## src/rtl/diff_serial_tx.sv

```systemverilog
// diff_serial_tx: encodes a prefix word P into a difference word D
// (D[0] = ~P[0], D[i] = P[i] ^ P[i-1]) and sends D LSB-first on a single
// idle-high line as a start bit, WIDTH data bits and a stop bit. Each bit is
// held for BIT_CYCLES clocks.
// All outputs are registered. They are computed from the next-state values,
// so the line changes on the same edge as the state does.

module diff_serial_tx #(
  parameter int WIDTH      = 16,
  parameter int BIT_CYCLES = 4
) (
  input  logic             clk,
  input  logic             rst_n,
  input  logic             in_valid,
  output logic             in_ready,
  input  logic [WIDTH-1:0] in_word,
  output logic [WIDTH-1:0] diff_word,
  output logic             tx_bit,
  output logic             tx_busy,
  output logic             tx_done
);

  localparam int IW = $clog2(WIDTH);
  localparam int CW = (BIT_CYCLES > 1) ? $clog2(BIT_CYCLES) : 1;
  localparam logic [CW-1:0] CYC_LAST = CW'(BIT_CYCLES - 1);
  localparam logic [IW-1:0] IDX_LAST = IW'(WIDTH - 1);

  typedef enum logic [1:0] {
    ST_IDLE  = 2'd0,
    ST_START = 2'd1,
    ST_DATA  = 2'd2,
    ST_STOP  = 2'd3
  } state_t;

  // D[i] = P[i] ^ P[i-1], with P[-1] taken as 1 so that D[0] = ~P[0]
  function automatic logic [WIDTH-1:0] encode(input logic [WIDTH-1:0] p);
    return p ^ {p[WIDTH-2:0], 1'b1};
  endfunction

  state_t          state_q, state_d;
  logic [CW-1:0]   cyc_q, cyc_d;
  logic [IW-1:0]   idx_q, idx_d;
  logic [WIDTH-1:0] diff_q, diff_d;
  logic            tx_bit_q, tx_bit_d;
  logic            busy_q, busy_d;
  logic            done_q, done_d;
  logic            ready_q, ready_d;
  logic            bit_end_s;

  // Next-state, counter and output computation
  always_comb begin
    state_d   = state_q;
    cyc_d     = cyc_q;
    idx_d     = idx_q;
    diff_d    = diff_q;
    done_d    = 1'b0;
    tx_bit_d  = 1'b1;
    bit_end_s = (cyc_q == CYC_LAST);

    case (state_q)
      ST_IDLE: begin
        // in_ready is exactly "state is IDLE", so in_valid alone qualifies accept
        if (in_valid) begin
          diff_d  = encode(in_word);
          state_d = ST_START;
          cyc_d   = '0;
          idx_d   = '0;
        end else begin
          state_d = ST_IDLE;
        end
      end
      ST_START: begin
        if (bit_end_s) begin
          cyc_d   = '0;
          idx_d   = '0;
          state_d = ST_DATA;
        end else begin
          cyc_d = cyc_q + CW'(1);
        end
      end
      ST_DATA: begin
        if (bit_end_s) begin
          cyc_d = '0;
          // hold the index at the last bit rather than wrapping
          if (idx_q == IDX_LAST) begin
            state_d = ST_STOP;
          end else begin
            idx_d = idx_q + IW'(1);
          end
        end else begin
          cyc_d = cyc_q + CW'(1);
        end
      end
      ST_STOP: begin
        if (bit_end_s) begin
          cyc_d   = '0;
          state_d = ST_IDLE;
          done_d  = 1'b1;
        end else begin
          cyc_d = cyc_q + CW'(1);
        end
      end
      default: begin
        state_d = ST_IDLE;
        cyc_d   = '0;
        idx_d   = '0;
      end
    endcase

    case (state_d)
      ST_START: tx_bit_d = 1'b0;
      ST_DATA:  tx_bit_d = diff_d[idx_d];
      default:  tx_bit_d = 1'b1;
    endcase

    busy_d  = (state_d != ST_IDLE);
    ready_d = (state_d == ST_IDLE);
  end

  // State, counters and registered outputs with synchronous active-low reset
  always_ff @(posedge clk) begin
    if (!rst_n) begin
      state_q  <= ST_IDLE;
      cyc_q    <= '0;
      idx_q    <= '0;
      diff_q   <= '0;
      tx_bit_q <= 1'b1;
      busy_q   <= 1'b0;
      done_q   <= 1'b0;
      ready_q  <= 1'b1;
    end else begin
      state_q  <= state_d;
      cyc_q    <= cyc_d;
      idx_q    <= idx_d;
      diff_q   <= diff_d;
      tx_bit_q <= tx_bit_d;
      busy_q   <= busy_d;
      done_q   <= done_d;
      ready_q  <= ready_d;
    end
  end

  assign in_ready  = ready_q;
  assign diff_word = diff_q;
  assign tx_bit    = tx_bit_q;
  assign tx_busy   = busy_q;
  assign tx_done   = done_q;

endmodule

```

## config.mk

```make
export PLATFORM = sky130hd
export DESIGN_NAME = diff_serial_tx
export DESIGN_NICKNAME = d
export VERILOG_FILES = /design/src/rtl/diff_serial_tx.sv
export SDC_FILE = /design/constraint.sdc
export NUM_CORES = 1
export LEC_CHECK = 0
export CORE_UTILIZATION = 48
export CTS_CLUSTER_SIZE = 30
export DETAILED_ROUTE_END_ITERATION = 6
export PLACE_DENSITY_LB_ADDON = 0.1
export REMOVE_ABC_BUFFERS = 1
export SLEW_MARGIN = 20
export SYNTH_ARGS = -nofsm -noshare
export SYNTH_HDL_FRONTEND = slang
export SYNTH_SLANG_ARGS = --single-unit
```

## constraint.sdc

```tcl
create_clock -name clk -period 3.15 [get_ports clk]
set_input_delay 0.4725 -clock clk [delete_from_list [all_inputs] [get_ports clk]]
set_output_delay 0.4725 -clock clk [all_outputs]
set_load 0.02 [all_outputs]
```

==> results.tsv <==
metric	value	unit
setup_repair_after_global_routing_missed_its_margin	no	
hold_viol	0	
pin_count_of_the_biggest_net_entering_global_routing	32	
core-area	3050	um2
netlist_top_cells_area	sky130_fd_sc_hd__dfxtp_1, sky130_fd_sc_hd__xnor2_1, sky130_fd_sc_hd__nor2b_1	
cts_hold_repair.buffers	0	
place_congestion	0.806	
drt_iter0_markers	52	
reg2reg_depth	8	
worst_reg2reg_startpoint	state_q[1]	
detailed_place_hpwl	2.44	mm
fillCellCount	279	
cts.sink_count	28	
fp.dieW	58.7	um
clock_skew	0.00872	ns
final_net_count	240	
largest_area_contributor_in_the_netlist	sky130_fd_sc_hd__dfxtp_1	
cp.required	3.45	ns
syn_to_final_growth	30.2	%
critPathArrivalTime	2.71	ns
crit_path_max_fanout	14	
grt_first_pass_wirelength	5.55	mm
worst_hold_path.num_cells	2	
synth-edff-count	0	
end_of_the_worst_hold_path	cyc_q[0]	
synthDistinctLibCells	39	
antenna_cells_inserted	0	
critPathLaunchType	flip-flop	
power.density	416	nW/um2
die-area	3440	um2
timing.rr.end	tx_bit	
cts.root.buffer_cell	sky130_fd_sc_hd__clkbuf_4	
initial_utilization	0.505	
drt-wirelength-per-cell	12.4	um
cts_setup_buffers	0	
post_synth_inst_count	182	
ys_ff_latch	28	
grt_antenna_before_repair	0	
drtAntennaViolNets	0	
globalRoute.totalOverflow	0	
max_freq	415	MHz
synth_largest_type_area_fraction	0.364	
run_status	complete, no violations	
fp.dieH	58.7	um
source_to_sink_clock_delay_at_the_later_pin_of_the_worst_skew_pair	0.34	ns
tritoncts.num_buffers	3	
worst_pin_slew	0.526	ns
netlist_area	1540	um2
layout.area.seq	561	um2
track_usage	0.207	
timing.slew.headroom	0.649	
min_from	cyc_q[0]	
sum_of_internal_switching_and_leakage_power	834	uW
drive_above_1_share	0.0596	
total_leakage_power	0.795	nW
tritoncts	yes	
vdd.ir_drop.worst	0.000191	V
hold_slack	0.498	ns
placementRows	20	
top_reg_cell_synth	sky130_fd_sc_hd__dfxtp_1	
yosys-top-cells-count	sky130_fd_sc_hd__dfxtp_1, sky130_fd_sc_hd__nand2_1, sky130_fd_sc_hd__nor2b_1, sky130_fd_sc_hd__o21ai_0, sky130_fd_sc_hd__xnor2_1	
crit_path_end_kind	flip-flop	
timing.reg2reg.setup_slack	0.74	ns
cts.reportedPaths.clkPinSlew	0.16	ns
maxCapViolCount	0	
yosysSeqAreaShare	0.364	
ys_warn_count	0	
design.portCount	39	
first_global_vias	1324	
asyncSetResetFlopFracSynth	0	
post_dp_cell_area	1950	um2
port-buffer-count	38	
htreeDepth	1	
multiInputGateArea	913	um2
detailroute.via_count	1345	
timing.final.setup_violations	0	
synth.avg_cell_area	8.47	um2
drcViolationCount	0	
ctsLongestPathBuffers	2	
via_per_instance_ratio	5.13	
cts_resized	0	
most_common_cell_in_the_synthesized_netlist	sky130_fd_sc_hd__dfxtp_1	
post-route-period-util	0.765	
hold_class	reg -> reg	
finalInstanceArea	2010	um2
final_max_slew_viol_count	0	
routed_wirelength	3.24	mm
path_class	reg -> reg	
period_needed	2.41	ns
setup_total_negative_slack	0	ns
drt_pre_antenna_iters	4	
## cells by family after synthesis
| logic type | Yosys count | share of synthesized area |
|---|---|---|
| buffers and inverters | 15 | 0.0438 |
| multiplexers | 10 | 0.0682 |
| AND/OR/NAND/NOR | 72 | 0.248 |
| AO/OA/AOI/OAI | 39 | 0.169 |
| adder cells (fa/ha/maj) | 2 | 0.0162 |
| XOR/XNOR | 16 | 0.0909 |
| flip-flops | 28 | 0.364 |
## per-layer routing
| metal | wire (um) | up-vias | track usage |
|---|---|---|---|
| li1 | - | 692 | - |
| met1 | 1450 | 616 | 0.258 |
| met2 | 1660 | 35 | 0.369 |
| met3 | 115 | 2 | 0.0242 |
| met4 | 17 | 0 | 0.0714 |
| met5 | 0 | - | 0 |
## cell type report
| type | count | area share |
|---|---|---|
| clock buffer | 3 | 0.0112 |
| inverter | 6 | 0.0112 |
| sequential | 28 | 0.279 |
| tap | 44 | 0.0274 |
| timing repair buffer | 41 | 0.201 |
| multi-input combinational | 139 | 0.455 |
| clock inverter | 1 | 0.0150 |
## power breakdown
part | switching (mW) | leakage, nW | internal (mW)
Clock | 0.113 | 0.0279 | 0.129
Combinational | 0.0987 | 0.536 | 0.101
Sequential | 0.0148 | 0.231 | 0.378
Total | 0.227 | 0.795 | 0.608
## metrics by stage
stage / std cells / utilization / setup WS, ns
after floorplan: 173 / - / 0.347
after global placement: 258 / 0.640 / 0.527
after detailed placement: 258 / 0.640 / 0.459
after CTS: 262 / 0.657 / 0.736
after global routing: 262 / 0.657 / 0.483
final: 262 / 0.657 / 0.741
## how the worst max path moves through the flow
stage	startpoint	end	slack [ns]
final	state_q[1]	tx_bit	0.74
after global routing	idx_q[0]	tx_bit	0.48
after global placement	in_valid	tx_bit	0.53
after floorplan	in_valid	tx_bit	0.35
after CTS	state_q[1]	tx_bit	0.74
after detailed placement	in_valid	tx_bit	0.46
## state kept, by name, summed over array words and instances, names as in the netlist
signal and count:
in_ready 1, tx_busy 1, cyc_q 2, idx_q 4, state_q 2, tx_done 1, tx_bit 1, diff_word 16
## critical path, stage by stage, from the launching register on
cell                       delay, ns
sky130_fd_sc_hd__dfxtp_1        0.67
sky130_fd_sc_hd__nor2b_1        0.49
sky130_fd_sc_hd__and4b_1        0.33
sky130_fd_sc_hd__a211oi_4       0.08
sky130_fd_sc_hd__buf_4          0.18
sky130_fd_sc_hd__mux2i_1        0.16
sky130_fd_sc_hd__nor3_1         0.07
sky130_fd_sc_hd__o31ai_1        0.22
sky130_fd_sc_hd__and3_1         0.17
## placed cells by master (no fill, tap or decap), types with 2 or more instances in the layout
| cell type | netlist | routed |
|---|---|---|
| sky130_fd_sc_hd__nand4_1 | 3 | 3 |
| sky130_fd_sc_hd__clkbuf_4 | 0 | 3 |
| sky130_fd_sc_hd__xnor2_1 | 15 | 15 |
| sky130_fd_sc_hd__mux2i_1 | 9 | 9 |
| sky130_fd_sc_hd__a21boi_0 | 2 | 2 |
| sky130_fd_sc_hd__nor3_1 | 3 | 3 |
| sky130_fd_sc_hd__nor2_1 | 5 | 5 |
| sky130_fd_sc_hd__and3_1 | 2 | 2 |
| sky130_fd_sc_hd__ha_1 | 2 | 2 |
| sky130_fd_sc_hd__clkdlybuf4s50_1 | 0 | 38 |
| sky130_fd_sc_hd__nand2_1 | 27 | 27 |
| sky130_fd_sc_hd__a31oi_1 | 2 | 2 |
| sky130_fd_sc_hd__o211ai_2 | 2 | 2 |
| sky130_fd_sc_hd__nand3_1 | 2 | 2 |
| sky130_fd_sc_hd__and4b_1 | 2 | 2 |
| sky130_fd_sc_hd__and2_1 | 4 | 4 |
| sky130_fd_sc_hd__nor2b_1 | 19 | 19 |
| sky130_fd_sc_hd__inv_1 | 6 | 6 |
| sky130_fd_sc_hd__o21ai_0 | 19 | 19 |
| sky130_fd_sc_hd__dfxtp_1 | 28 | 28 |
| sky130_fd_sc_hd__a21oi_1 | 4 | 4 |
| sky130_fd_sc_hd__buf_4 | 0 | 3 |
(Power assumes the default switching activity.)
